--- src/rtl/addr8s_selfcheck.sv ---
// Exhaustive 8-bit signed adder self-check sequencer: sweeps all {A,B} pairs and compares s_i to a golden sum.
// Optional build macro ADDR8S_STOP_ON_FAIL_EN ends the sweep at the first mismatch.
module addr8s_selfcheck #(
    parameter int PIPE = 0
) (
    input  logic        clk,
    input  logic        rst_n,
    input  logic        start,
    input  logic        abort,
    output logic [7:0]  a_o,
    output logic [7:0]  b_o,
    input  logic [8:0]  s_i,
    output logic        busy,
    output logic        done,
    output logic [16:0] mismatch_cnt,
    output logic        first_fail_vld,
    output logic [15:0] first_fail_vec
);

    // state | meaning
    // IDLE  | waiting for start after reset
    // RUN   | launching one vector per cycle, comparing delayed results
    // DRAIN | all vectors launched, waiting for the delay line to empty
    // DONE  | sweep finished or aborted, results held until next start
    typedef enum logic [1:0] {IDLE, RUN, DRAIN, DONE} state_t;

    state_t             state_q, state_d;
    logic [15:0]        v_q, v_d;
    logic [16:0]        cnt_q, cnt_d;
    logic               ffv_q, ffv_d;
    logic [15:0]        ffvec_q, ffvec_d;
    logic [PIPE:0]      vld_q, vld_d;
    logic [PIPE:0][8:0] gold_q, gold_d;
    logic [PIPE:0][15:0] vec_q, vec_d;
    logic               active;
    logic               cmp;
    logic               miss;

    function automatic logic [8:0] golden(input logic [15:0] v);
        return {v[15], v[15:8]} + {v[7], v[7:0]};
    endfunction

    always_comb begin
        state_d = state_q;
        v_d     = v_q;
        cnt_d   = cnt_q;
        ffv_d   = ffv_q;
        ffvec_d = ffvec_q;
        for (int i = 1; i <= PIPE; i++) begin
            vld_d[i]  = vld_q[i-1];
            gold_d[i] = gold_q[i-1];
            vec_d[i]  = vec_q[i-1];
        end
        vld_d[0]  = 1'b0;
        gold_d[0] = gold_q[0];
        vec_d[0]  = vec_q[0];

        active = (state_q == RUN) || (state_q == DRAIN);
        cmp    = active && !abort && vld_q[PIPE];
        miss   = cmp && (s_i != gold_q[PIPE]);

        case (state_q)
            IDLE, DONE: begin
                if (start) begin
                    state_d   = RUN;
                    v_d       = 16'h0000;
                    cnt_d     = '0;
                    ffv_d     = 1'b0;
                    ffvec_d   = '0;
                    vld_d[0]  = 1'b1;
                    gold_d[0] = golden(16'h0000);
                    vec_d[0]  = 16'h0000;
                end
            end
            RUN: begin
                if (v_q != 16'hFFFF) begin
                    v_d       = v_q + 16'd1;
                    vld_d[0]  = 1'b1;
                    gold_d[0] = golden(v_q + 16'd1);
                    vec_d[0]  = v_q + 16'd1;
                end else begin
                    state_d = DRAIN;
                end
            end
            default: ;
        endcase

        if (miss) begin
            cnt_d = cnt_q + 17'd1;
            if (!ffv_q) begin
                ffv_d   = 1'b1;
                ffvec_d = vec_q[PIPE];
            end
        end

        // The last vector's compare closes the sweep, even with PIPE=0 where it lands while still in RUN
        if (cmp && vec_q[PIPE] == 16'hFFFF)
            state_d = DONE;
`ifdef ADDR8S_STOP_ON_FAIL_EN
        if (miss)
            state_d = DONE;
`endif
        if (active && abort)
            state_d = DONE;

        if (active && state_d == DONE)
            vld_d = '0;
    end

    always_ff @(posedge clk or negedge rst_n) begin
        if (!rst_n) begin
            state_q <= IDLE;
            v_q     <= '0;
            cnt_q   <= '0;
            ffv_q   <= 1'b0;
            ffvec_q <= '0;
            vld_q   <= '0;
            gold_q  <= '0;
            vec_q   <= '0;
        end else begin
            state_q <= state_d;
            v_q     <= v_d;
            cnt_q   <= cnt_d;
            ffv_q   <= ffv_d;
            ffvec_q <= ffvec_d;
            vld_q   <= vld_d;
            gold_q  <= gold_d;
            vec_q   <= vec_d;
        end
    end

    assign a_o            = v_q[15:8];
    assign b_o            = v_q[7:0];
    assign busy           = (state_q == RUN) || (state_q == DRAIN);
    assign done           = (state_q == DONE);
    assign mismatch_cnt   = cnt_q;
    assign first_fail_vld = ffv_q;
    assign first_fail_vec = ffvec_q;

endmodule

--- config.mk ---
export PLATFORM = sky130hd
export DESIGN_NAME = addr8s_selfcheck
export DESIGN_NICKNAME = d
export VERILOG_FILES = /design/src/rtl/addr8s_selfcheck.sv
export SDC_FILE = /design/constraint.sdc
export NUM_CORES = 1
export LEC_CHECK = 0
export BUFFER_PORTS_ARGS = -buffer_cell sky130_fd_sc_hd__clkbuf_2
export CAP_MARGIN = 0
export CORE_ASPECT_RATIO = 1.25
export CORE_UTILIZATION = 63
export CTS_BUF_LIST = sky130_fd_sc_hd__clkbuf_2
export CTS_CLUSTER_DIAMETER = 120
export CTS_CLUSTER_SIZE = 10
export DETAILED_ROUTE_END_ITERATION = 6
export PLACE_DENSITY = 0.88
export SLEW_MARGIN = 20
export SYNTH_ARGS = -nofsm -noshare
export SYNTH_HDL_FRONTEND = slang
export SYNTH_SLANG_ARGS = --single-unit
--- constraint.sdc ---
create_clock -name clk -period 6.2 [get_ports clk]
set_input_delay 0.31 -clock clk [delete_from_list [all_inputs] [get_ports clk]]
set_output_delay 0.31 -clock clk [all_outputs]
set_load 0.02 [all_outputs]
Word level (Yosys, flattened, before mapping)
Cells that the tools add are included.

storage, ports and cells
  flip-flop bits (word level) = 62
  bits of input ports = 13
  output and inout port bits = 52
  word-level logic and storage cells = 60

operators by class
  add/sub/neg operators = 3
  equality and inequality tests = 9
  multiplexer cells = 26
  reduce and logical (&&, ||, !) cells = 15

operator list
  cell                     count
  $mux W16                 6
  $mux W17                 3
  $pmux W16 S2             1
  $mux W9                  2
  $pmux W9 S2              1
  $add A17 B1 Y17 const B  1
  $add A16 B1 Y16 const B  1
  $eq A16 B16 Y1 const B   1
  $ne A16 B16 Y1 const B   1
  $add A8 B8 Y9            1
  $ne A9 B9 Y1             1
  $mux W2                  4
  $mux W1                  7
  $eq A2 B2 Y1 const B     3
  $logic_and A1 B1 Y1      6
  $reduce_bool A2 Y1       3
  $pmux W2 S2              1
  $reduce_and A3 Y1        1
  $eq A2 B1 Y1 const B     1
  $logic_not A2 Y1         1
  $ne A2 B1 Y1 const B     1
  $ne A2 B2 Y1 const B     1
  $pmux W1 S2              1
  $reduce_and A2 Y1        1
  3 further kinds          3

Longest topological paths before layout
Gate-level depths: netlist (run 1).

  word-level depth = 10
  depth in mapped cells = 12
  mapped depth without buffers = 12

Worst setup path before layout (run 1)
No wires, ideal clock.

  path kind = register to register
  start = reg, netlist name vec_q[0]
  end = reg gold_q[6] (netlist bit)
  setup time = 0.129 ns
  data arrival time = 2.673 ns
  data required time = 6.071 ns
  path slack = 3.398 ns
  stages on the path, launching flop included = 11
  path buffers = 0
  clock period less this slack = 2.802 ns
  cell sequence = dfrtp_1 -> ha_1 -> nand4_1 -> or3_1 -> xnor2_1 -> ha_1 -> nor2b_1 -> o21a_1 -> o31ai_1 -> nor3b_1 -> o31ai_1

RTL lines
  item                    RTL line  text
  end signal: assignment  127       gold_q <= gold_d;
  end: declaration        33        logic [PIPE:0][8:0] gold_q, gold_d;

==> metrics.md, run 1 <==
| Metric | Value |
|---|---|
| Status | `finished with violations` |
| Failing checks | `design-rule violations` |
| DR iter-0 viols | `195` |
| CP bufs+invs | `1` |
| Avg WL per Cell | `17.7 um` |
| Setup bufs post-CTS | `0` |
| Fmax | `309 MHz` |
| Initial antenna violation count | `0` |
| Synthesis-stage register bit count | `62` |
| Post-synth EDFFs | `0` |
| Die area | `6240 um2` |
| Largest net degree at the start of global routing | `63` |
| Die W | `70.9 um` |
| Post-CTS Resized | `0` |
| Max Cap Viol | `0` |
| Peak fanout along the critical path | `7` |
| Clock tree buffer depth | `2` |
| Slowest CP cell | `dfrtp_1` |
| CP delay by family, top | `adder cells` |
| GRT Total Usage | `32.1%` |
| Area share of the largest cell type after synthesis | `41.6%` |
| Drt drc | `4` |
| CTS root buf | `clkbuf_2` |
| Final setup margin | `2960 ps` |
| Leak Pwr | `0.00194 uW` |
| Via-to-Cell Ratio | `6.28` |
| Sequential element share of the synthesized area | `41.6%` |
| RSZ-0062 raised after global routing | `false` |
| Fin cells | `538` |
| YS warnings | `0` |
| Post-DP HPWL | `6740 um` |
| VDD IR max | `0.000255 V` |
| CTS Buf Count | `9` |
| Largest area contributor in the netlist | `dfrtp_1` |
| Setup CP Type | `reg -> reg` |
| Final ANT Viol Nets | `0` |
| Final setup viols | `0` |
| Post-synth ARST share | `100%` |
| Arrival @ worst endpoint | `3680 ps` |
| Synth area leaders | `dfrtp_1 (42%), mux2i_1 (7.8%), nand2_1 (4.9%), xnor2_1 (4.9%), ha_1 (4.4%)` |
| Hold crit path type | `in -> reg` |
| FF-to-FF path depth | `12` |
| Net Count, Synth | `434` |
| Initial Util | `65.0%` |
| Headroom to the max-slew limit | `27.7%` |
| I/O pin cnt | `65` |
| Antenna cell count | `0` |
| CP Capture Type | `register` |
| Synth Area per Inst | `9.17 um2` |
| Die height | `88.1 um` |
| Pre-CTS WS | `3020 ps` |
| Clk Latency, worst-skew pair | `530 ps` |
| First-pass GRT wire length | `15300 um` |
| Vias | `3379` |
| Final period util | `52.3%` |
| Critical path depth | `12` |
| Hold WS | `140 ps` |
| Clock skew | `28.5 ps` |
| Placed inst area | `4080 um2` |
| Crit path time final | `3240 ps` |
| Post-route design area | `4210 um2` |
| H-tree depth | `3` |
| Max Slew Vio Count | `0` |
| Hold Path Depth | `3` |
| Clock Sink Count | `62` |
| Gp weighted congestion | `0.940` |
| First-pass DRT Iterations | `7` |
| Pwr dens | `366 nW/um2` |
| Core area | `5740 um2` |
| Req. time, crit path | `6640 ps` |
| GR Overflow Total | `0` |
| # fillers | `452` |
| Worst-path cell chain | `ha_1 -> nand4_1 -> nor4_1 -> xnor2_1 -> ha_1 -> inv_1 -> fa_1 -> nor2b_1 -> o21a_1 -> o31ai_1 -> nor3b_1 -> o31ai_1` |
| DP Cell Count | `521` |
| Number of global-route vias before repair | `3244` |
| Port bufs | `64` |
| Synth Instances | `407` |
| Nets | `494` |
| Mapped cell area | `3730 um2` |
| Max incr delay on CP | `530 ps` |
| Clock transition at path regs | `190 ps` |
| Routed wire length | `9540 um` |
| Worst-margin pin slew | `1080 ps` |
| Area growth syn-to-layout | `12.7%` |
| Setup Total Neg Slack | `0 ps` |
| Synth Flop Type | `dfrtp_1` |
| FP Rows | `31` |
| Distinct cells, synth | `50` |
| Final Hold Viols | `0` |
| Nature of the critical path startpoint | `register` |
| Share of post-route cells with drive strength above 1 | `19.9%` |
| CTS tree | `built` |
## per-stage QoR
step	power (uW)	utilization (%)
after floorplan	1070	-
after global placement	1250	71.0
after detailed placement	1270	71.0
after CTS	1530	73.3
after global routing	1630	73.3
final	1540	73.3
## Yosys cell counts (all sizes together) (9+ instances only)
cell / count
a21oi: 12
buf: 10
dfrtp: 62
ha: 13
inv: 35
mux2i: 29
nand2: 50
nand3: 19
nand4: 11
nor2: 12
nor3: 9
o21ai: 31
xnor2: 21
## where the power goes
part	switching [uW]	internal, uW
combinational	484	246
sequential	82.1	470
clock	166	92.9
## cell families after synthesis
family          count (synthesis)  share of synthesized area [%]
flops                          62                           41.6
mux                            31                           8.38
simple gates                  136                           18.7
buf+inv                        53                           5.66
compound gates                 84                           14.4
xor+xnor                       27                           6.33
fa+ha+maj                      14                           4.89
## state kept, by name, summed over array words and instances, names as in the netlist
| signal | count |
|---|---|
| state_q | 2 |
| first_fail_vld | 1 |
| vec_q | 16 |
| vld_q | 1 |
| mismatch_cnt | 17 |
| gold_q | 9 |
| first_fail_vec | 16 |
## layout make-up
cell class / count / area (um2) / share of cell area (%)
Clock buffer: 9 / 45.0 / 1.07
Clock inverter: 7 / 75.1 / 1.78
Inverter: 35 / 131 / 3.12
Tap cell: 66 / 82.6 / 1.96
Multi-Input combinational cell: 292 / 1980 / 47.0
Timing Repair Buffer: 67 / 345 / 8.21
Sequential cell: 62 / 1550 / 36.9
## worst reg2reg max path: stages (launching register included)
cell	delay, ps
dfrtp_1	530
ha_1	290
nand4_1	300
nor4_1	340
xnor2_1	220
ha_1	260
inv_1	70
fa_1	390
nor2b_1	130
o21a_1	140
o31ai_1	100
nor3b_1	160
o31ai_1	230
## final timing paths
kind	start	endpoint	slack (ps)
min in group asynchronous	rst_n	mismatch_cnt[16]$_DFFE_PN0P_	450
worst min register to register	gold_q[1]$_DFFE_PN0P_	gold_q[1]$_DFFE_PN0P_	530
worst min-delay path	abort	state_q[1]$_DFF_PN0_	140
worst max register to register	vec_q[0]$_DFFE_PN0P_	gold_q[6]$_DFFE_PN0P_	2960
worst max-delay path	vec_q[0]$_DFFE_PN0P_	gold_q[6]$_DFFE_PN0P_	2960
max in group asynchronous	rst_n	vec_q[6]$_DFFE_PN0P_	5200
## cells in the final DEF, fill, tap and decap left out, types with 5 or more instances in the layout
cell	n
clkbuf_2	73
nand4_1	10
mux2i_1	29
dfrtp_1	62
nand3_1	19
and3_1	5
nor3_1	9
a21oi_1	12
nor4_1	8
nor2_1	11
o31ai_1	6
xnor2_1	21
or3_1	5
ha_1	13
xor2_1	6
inv_1	35
a22o_1	6
o21ai_0	31
nand2_1	49
a21o_1	6
## per-layer routing
| layer | share of wire (%) | GRT usage (%) |
|---|---|---|
| met3 | 6.1 | 7.13 |
| met4 | 4.1 | 18.5 |
| met5 | 0 | 0 |
| met1 | 39 | 37.1 |
| met2 | 51 | 55.4 |
## repair_timing
item	4_1_cts	5_1_grt
setup endpoints to repair	0	0
hold endpoints to repair	62	0
hold buffers	1	0
Power figures use the tool's default switching activity.
==> run 2, diff against run 1 <==
--- a/config.mk
+++ b/config.mk
@@ -8,12 +8,12 @@
 export BUFFER_PORTS_ARGS = -buffer_cell sky130_fd_sc_hd__clkbuf_2
 export CAP_MARGIN = 0
 export CORE_ASPECT_RATIO = 1.25
-export CORE_UTILIZATION = 63
+export CORE_UTILIZATION = 58
 export CTS_BUF_LIST = sky130_fd_sc_hd__clkbuf_2
 export CTS_CLUSTER_DIAMETER = 120
 export CTS_CLUSTER_SIZE = 10
 export DETAILED_ROUTE_END_ITERATION = 6
-export PLACE_DENSITY = 0.88
+export PLACE_DENSITY = 0.82
 export SLEW_MARGIN = 20
 export SYNTH_ARGS = -nofsm -noshare
 export SYNTH_HDL_FRONTEND = slang
==> constraint.sdc (replaced) <==
create_clock -name clk -period 3.1 [get_ports clk]
set_input_delay 0.155 -clock clk [delete_from_list [all_inputs] [get_ports clk]]
set_output_delay 0.155 -clock clk [all_outputs]
set_load 0.02 [all_outputs]
==> run 2 against run 1 <==
Against the previous run: the run now ends clean; clock-buffer cell count is 2 higher; critical path type unchanged; largest power group unchanged; highest routed layer unchanged; sequential power is 100% higher; non-clock buffer count rose by 12; power increased by 110%; critical path depth shrank 3; routed wire length decreased by 0.44%.
==> metrics.md, run 2 (synthesis gave the netlist of run 1 again) <==
| Metric | Value |
|---|---|
| Status | `complete, no violations` |
| Core area | `6210 um2 (+8.1%)` |
| First-pass GRT wire length | `15500 um (+1.3%)` |
| Req. time, crit path | `3470 ps (-3170 ps)` |
| FP Rows | `32 (+3.2%)` |
| Max Cap Viol | `0 (unchanged)` |
| GR Overflow Total | `0 (unchanged)` |
| Share of post-route cells with drive strength above 1 | `22.4% (+2.4 points)` |
| Max reg flops | `17 (unchanged)` |
| CTS root buf | `clkbuf_2` |
| Number of global-route vias before repair | `3261 (+0.52%)` |
| Clock tree buffer depth | `2 (unchanged)` |
| Setup bufs post-CTS | `0 (unchanged)` |
| Headroom to the max-slew limit | `46.5% (+19 points)` |
| Final ANT Viol Nets | `0 (unchanged)` |
| CP Capture Type | `register` |
| H-tree depth | `3 (unchanged)` |
| Final Hold Viols | `0 (unchanged)` |
| Nature of the critical path startpoint | `register` |
| Clock skew | `21.8 ps (-6.70 ps)` |
| # fillers | `506 (+12%)` |
| Die W | `73.8 um (+4.1%)` |
| Area growth syn-to-layout | `16.4%` |
| Initial Util | `60.2% (-4.9 points)` |
| Fmax | `351 MHz (+14%)` |
| Leak Pwr | `0.00200 uW (+3.3%)` |
| Most frequent cells in the layout | `clkbuf_2 (75), dfrtp_1 (60), nand2_1 (49)` |
| Clock transition at path regs | `170 ps (-20 ps)` |
| Nets | `506 (+2.4%)` |
| Port bufs | `64 (unchanged)` |
| CTS Buf Count | `9 (unchanged)` |
| Setup CP Type | `reg -> reg` |
| Setup Total Neg Slack | `0 ps (unchanged)` |
| GRT Total Usage | `30.6% (-1.6 points)` |
| Final setup viols | `0 (unchanged)` |
| Post-DP HPWL | `6880 um (+2.1%)` |
| Gp weighted congestion | `0.880 (-6.3%)` |
| Final period util | `92.0% (+40 points)` |
| Worst-margin pin slew | `800 ps (-277 ps)` |
| Drt drc | `0 (-4)` |
| Largest net degree at the start of global routing | `39 (-38%)` |
| DR iter-0 viols | `149 (-24%)` |
| Pwr dens | `730 nW/um2 (+99%)` |
| First-pass DRT Iterations | `5 (-2)` |
| Arrival @ worst endpoint | `3220 ps (-460 ps)` |
| Peak fanout along the critical path | `10 (+3)` |
| Die height | `91.7 um (+4.1%)` |
| I/O pin cnt | `65 (unchanged)` |
| Crit path time final | `2850 ps (-389 ps)` |
| Initial antenna violation count | `0 (unchanged)` |
| Final setup margin | `248 ps (-2710 ps)` |
| Clk Latency, worst-skew pair | `490 ps (-40 ps)` |
| Clock Sink Count | `62 (unchanged)` |
| Max Slew Vio Count | `0 (unchanged)` |
| Vias | `3380 (+0.030%)` |
| Via-to-Cell Ratio | `5.95 (-5.3%)` |
| Commonest non-fill, non-tap cell in the layout | `clkbuf_2` |
| Hold crit path type | `in -> reg` |
| Die area | `6760 um2 (+8.4%)` |
| Pre-CTS WS | `224 ps (-2800 ps)` |
| CTS tree | `built` |
| Antenna cell count | `0 (unchanged)` |
| RSZ-0062 raised after global routing | `false` |
| VDD IR max | `0.000352 V (+38%)` |
| Avg WL per Cell | `16.7 um (-5.7%)` |
| Routed wire length | `9500 um (-0.44%)` |
## run 2: cell count changes in the layout (fill, tap and decap cells not counted), sizes merged
cell and change:
bufinv +1, clkinv -2, clkinvlp -2, buf +11, clkbuf +2, dlygate4sd3 +1
## run 2: repair_timing
item	CTS	global route
endpoints found under the setup margin	0	2
hold buffers	2	0
endpoints found under the hold margin	25	0
resized for setup	0	4
## run 2: layout make-up
cell class	count	area [um2]	area share (%)
inverters	35	131	3.02
clock buffers	11	55.1	1.27
multi-input cells	292	1990	45.7
well taps	85	106	2.45
flip-flops and latches	62	1550	35.8
clock inverters	4	72.6	1.67
repair buffers	79	438	10.1
## run 2: layer usage
layer  up-vias  wire, um  global-route usage (%)  part of all wire, %
met2       129      4860                    50.9                   51
met1      1641      3890                    36.3                   41
met3        27       459                    8.02                  4.8
met4         0       285                    13.9                  3.0
met5         -         0                       0                    0
li1       1583         -                       -                    -
## run 2: worst max-delay path, stage by stage (launching register included)
cell and delay, ps:
dfrtp_1 580, nand3_1 250, nor4_1 520, xnor2_1 190, ha_1 360, o21a_1 150, o21ai_0 240, o2bb2ai_1 180
xor2_1 170, o21ai_0 90
## run 2: worst paths after layout
| path | start | endpoint | slack, ps | cells after the start |
|---|---|---|---|---|
| min | start | vld_q$_DFF_PN0_ | 100 | 3 |
| min reg2reg | gold_q[7]$_DFFE_PN0P_ | gold_q[7]$_DFFE_PN0P_ | 530 | 2 |
| max reg2reg | vec_q[2]$_DFFE_PN0P_ | gold_q[7]$_DFFE_PN0P_ | 250 | 9 |
| max | vec_q[2]$_DFFE_PN0P_ | gold_q[7]$_DFFE_PN0P_ | 250 | 9 |
| max in group asynchronous | rst_n | gold_q[8]$_DFFE_PN0P_ | 1960 | 3 |
| min in group asynchronous | rst_n | vec_q[7]$_DFFE_PN0P_ | 200 | 2 |
## run 2: metrics by stage
step	hold slack [ps]	instances	utilization, %	total power, uW	cell area, um2
finish	102	568	70.0	3170	4340
global route	36.0	568	70.0	3390	4340
CTS	53.1	568	69.8	3160	4330
detailed placement	193	551	67.4	2600	4180
global placement	185	551	67.4	2550	4180
floorplan	-141	407	-	2130	3730
## run 2: where the power goes
part,switching [uW],internal (uW)
registers,167,941
clock network,288,268
logic,972,535
==> run 3, diff against run 2 <==
--- a/config.mk
+++ b/config.mk
@@ -13,6 +13,7 @@
 export CTS_CLUSTER_DIAMETER = 120
 export CTS_CLUSTER_SIZE = 10
 export DETAILED_ROUTE_END_ITERATION = 6
+export HOLD_SLACK_MARGIN = 0.15
 export PLACE_DENSITY = 0.82
 export SLEW_MARGIN = 20
 export SYNTH_ARGS = -nofsm -noshare
==> run 3 against run 2 <==
Against the previous run: via count decreased by 0.30%; die area unchanged; clock-buffer cell count unchanged; clock skew about the same; sequential cell count unchanged; non-clock buffer count increased by 1; global-route usage increased by 0.12 points; worst hold slack improved by 81 ps; setup slack improved by 5.9 ps; fmax increased by 0.21%; critical endpoint unchanged; largest cell class unchanged; largest power group unchanged.
==> metrics.md, run 3 (synthesis gave the netlist of run 1 again) <==
| Metric | Value |
|---|---|
| CTS root buf | `clkbuf_2` |
| Share of post-route cells with drive strength above 1 | `22.3% (-0.046 points)` |
| Leak Pwr | `0.00201 uW (+0.21%)` |
| Max Cap Viol | `0 (unchanged)` |
| Clock tree buffer depth | `2 (unchanged)` |
| Final Util | `70.2% (+0.16 points)` |
| Area growth syn-to-layout | `16.6%` |
| Final period util | `91.8% (-0.19 points)` |
| Die height | `91.7 um (unchanged)` |
| Nature of the critical path startpoint | `register` |
| Clock transition at path regs | `170 ps (about the same)` |
| Final Hold Viols | `0 (unchanged)` |
| Commonest non-fill, non-tap cell in the layout | `clkbuf_2` |
| CP delay by family, top | `compound AO/OA/AOI/OAI gates` |
| # fillers | `505 (-0.20%)` |
| DR iter-0 viols | `127 (-15%)` |
| RSZ-0062 raised after global routing | `false` |
| Die area | `6760 um2 (unchanged)` |
| Vias | `3370 (-0.30%)` |
| Core area | `6210 um2 (unchanged)` |
| Nets | `507 (+0.20%)` |
| Via-to-Cell Ratio | `5.92 (-0.47%)` |
| CP bufs+invs | `1 (+1)` |
| Req. time, crit path | `3470 ps (about the same)` |
| Max reg flops | `17 (unchanged)` |
| Hold crit path type | `in -> async` |
| Slowest CP cell | `dfrtp_2` |
| Most frequent cells in the layout | `clkbuf_2 (75), dfrtp_1 (60), nand2_1 (49)` |
| Clock Sink Count | `62 (unchanged)` |
| Switch Pwr | `1430 uW (+0.13%)` |
| Arrival @ worst endpoint | `3210 ps (about the same)` |
| Headroom to the max-slew limit | `46.4% (-0.095 points)` |
| Avg WL per Cell | `16.7 um (-0.18%)` |
| Total power | `3170 uW (about the same)` |
| Fmax | `351 MHz (+0.21%)` |
| Antenna cell count | `0 (unchanged)` |
| GR Overflow Total | `0 (unchanged)` |
| Port bufs | `64 (unchanged)` |
| Clk Latency, worst-skew pair | `490 ps (about the same)` |
| Status | `complete, no violations` |
| Setup bufs post-CTS | `0 (unchanged)` |
| Initial antenna violation count | `0 (unchanged)` |
| Initial Util | `60.2% (unchanged)` |
| Gp weighted congestion | `0.880 (unchanged)` |
| Drt drc | `0 (unchanged)` |
| Number of global-route vias before repair | `3274 (+0.40%)` |
| VDD IR max | `0.000354 V (+0.70%)` |
| GRT Total Usage | `30.7% (+0.12 points)` |
| FP Rows | `32 (unchanged)` |
| Logic gate share of total power | `47.5% (about the same)` |
| Post-DP HPWL | `6880 um (unchanged)` |
| Clock skew | `21.5 ps (-0.227 ps)` |
| Worst-path cell chain | `ha_1 -> nand4_1 -> buf_4 -> nor3_1 -> xnor2_1 -> ha_1 -> o21a_1 -> o21ai_0 -> o2bb2ai_1 -> xor2_1 -> o21ai_0` |
| Peak fanout along the critical path | `7 (-3)` |
| Register share of total power | `34.9% (about the same)` |
| Setup Total Neg Slack | `0 ps (unchanged)` |
| Setup CP Type | `reg -> reg` |
| Worst-margin pin slew | `802 ps (+1.42 ps)` |
| CP Capture Type | `register` |
| Pwr dens | `729 nW/um2 (-0.15%)` |
| Hold WS | `183 ps (+81.2 ps)` |
| Int Pwr | `1750 uW (about the same)` |
| CTS tree | `built` |
| First-pass GRT wire length | `15600 um (+0.40%)` |
| Die W | `73.8 um (unchanged)` |
| Crit path time final | `2850 ps (-5.91 ps)` |
| Final ANT Viol Nets | `0 (unchanged)` |
| Clock Power Share | `17.6% (about the same)` |
| Max Slew Vio Count | `0 (unchanged)` |
| CTS Buf Count | `9 (unchanged)` |
| Final setup viols | `0 (unchanged)` |
| I/O pin cnt | `65 (unchanged)` |
| First-pass DRT Iterations | `5 (unchanged)` |
| H-tree depth | `3 (unchanged)` |
| Switching Fraction | `45.0% (about the same)` |
| Largest net degree at the start of global routing | `39 (unchanged)` |
| Routed wire length | `9500 um (unchanged)` |
| Max incr delay on CP | `450 ps (-130 ps)` |
[run 3: worst register-to-register path, delay by kind of cell (launching register included)]
| kind | cells | cell delay (ps) |
|---|---|---|
| compound gates | 4 | 740 |
| fa+ha+maj | 2 | 560 |
| flops | 1 | 450 |
| xor+xnor | 2 | 390 |
| simple gates | 2 | 370 |
| buf+inv | 1 | 200 |
[run 3: layout make-up]
class	instances	area, um2	share of cell area (%)
Multi-Input combinational cell	292	1990	45.6
Tap cell	85	106	2.44
Timing Repair Buffer	80	448	10.3
Clock inverter	4	72.6	1.67
Clock buffer	11	55.1	1.26
Sequential cell	62	1550	35.7
Inverter	35	131	3.02
[run 3: metal layers]
metal / vias to the layer above / GRT usage [%] / routed length [um]
met4: 0 / 13.9 / 282
met2: 122 / 50.9 / 4840
met1: 1637 / 36.6 / 3880
met5: - / 0 / 0
li1: 1582 / - / -
met3: 29 / 8.02 / 494
[run 3: repair_timing]
item / in CTS / in global routing
resized for setup: 0 / 4
setup endpoints to repair: 0 / 2
hold buffers: 3 / 0
endpoints found under the hold margin: 29 / 0
[run 3: worst paths after layout]
| kind | from | to | slack (ps) | depth (start not counted) |
|---|---|---|---|---|
| min in group clk | s_i[4] | mismatch_cnt[14]$_DFFE_PN0P_ | 350 | 6 |
| hold / removal | rst_n | first_fail_vld$_DFF_PN0_ | 180 | 2 |
| hold reg to reg | gold_q[7]$_DFFE_PN0P_ | gold_q[7]$_DFFE_PN0P_ | 530 | 2 |
| setup / recovery | vec_q[0]$_DFFE_PN0P_ | gold_q[7]$_DFFE_PN0P_ | 250 | 11 |
| setup reg to reg | vec_q[0]$_DFFE_PN0P_ | gold_q[7]$_DFFE_PN0P_ | 250 | 11 |
| max in group asynchronous | rst_n | gold_q[8]$_DFFE_PN0P_ | 1970 | 3 |
[run 3: metrics by stage]
stage               std cells  worst slack, ps  area, um2
global route              569             34.0       4350
floorplan                 407              298       3730
detailed placement        551              224       4180
CTS                       569              178       4340
global placement          551              366       4180
finish                    569              254       4350
[run 3: power groups by stage]
stage / Combinational [uW] / Sequential [uW] / Clock, uW
after detailed placement: 1480 / 1120 / 0
after global routing: 1650 / 1130 / 614
after floorplan: 980 / 1150 / 0
after global placement: 1450 / 1110 / 0
final: 1510 / 1110 / 559
after CTS: 1490 / 1100 / 573
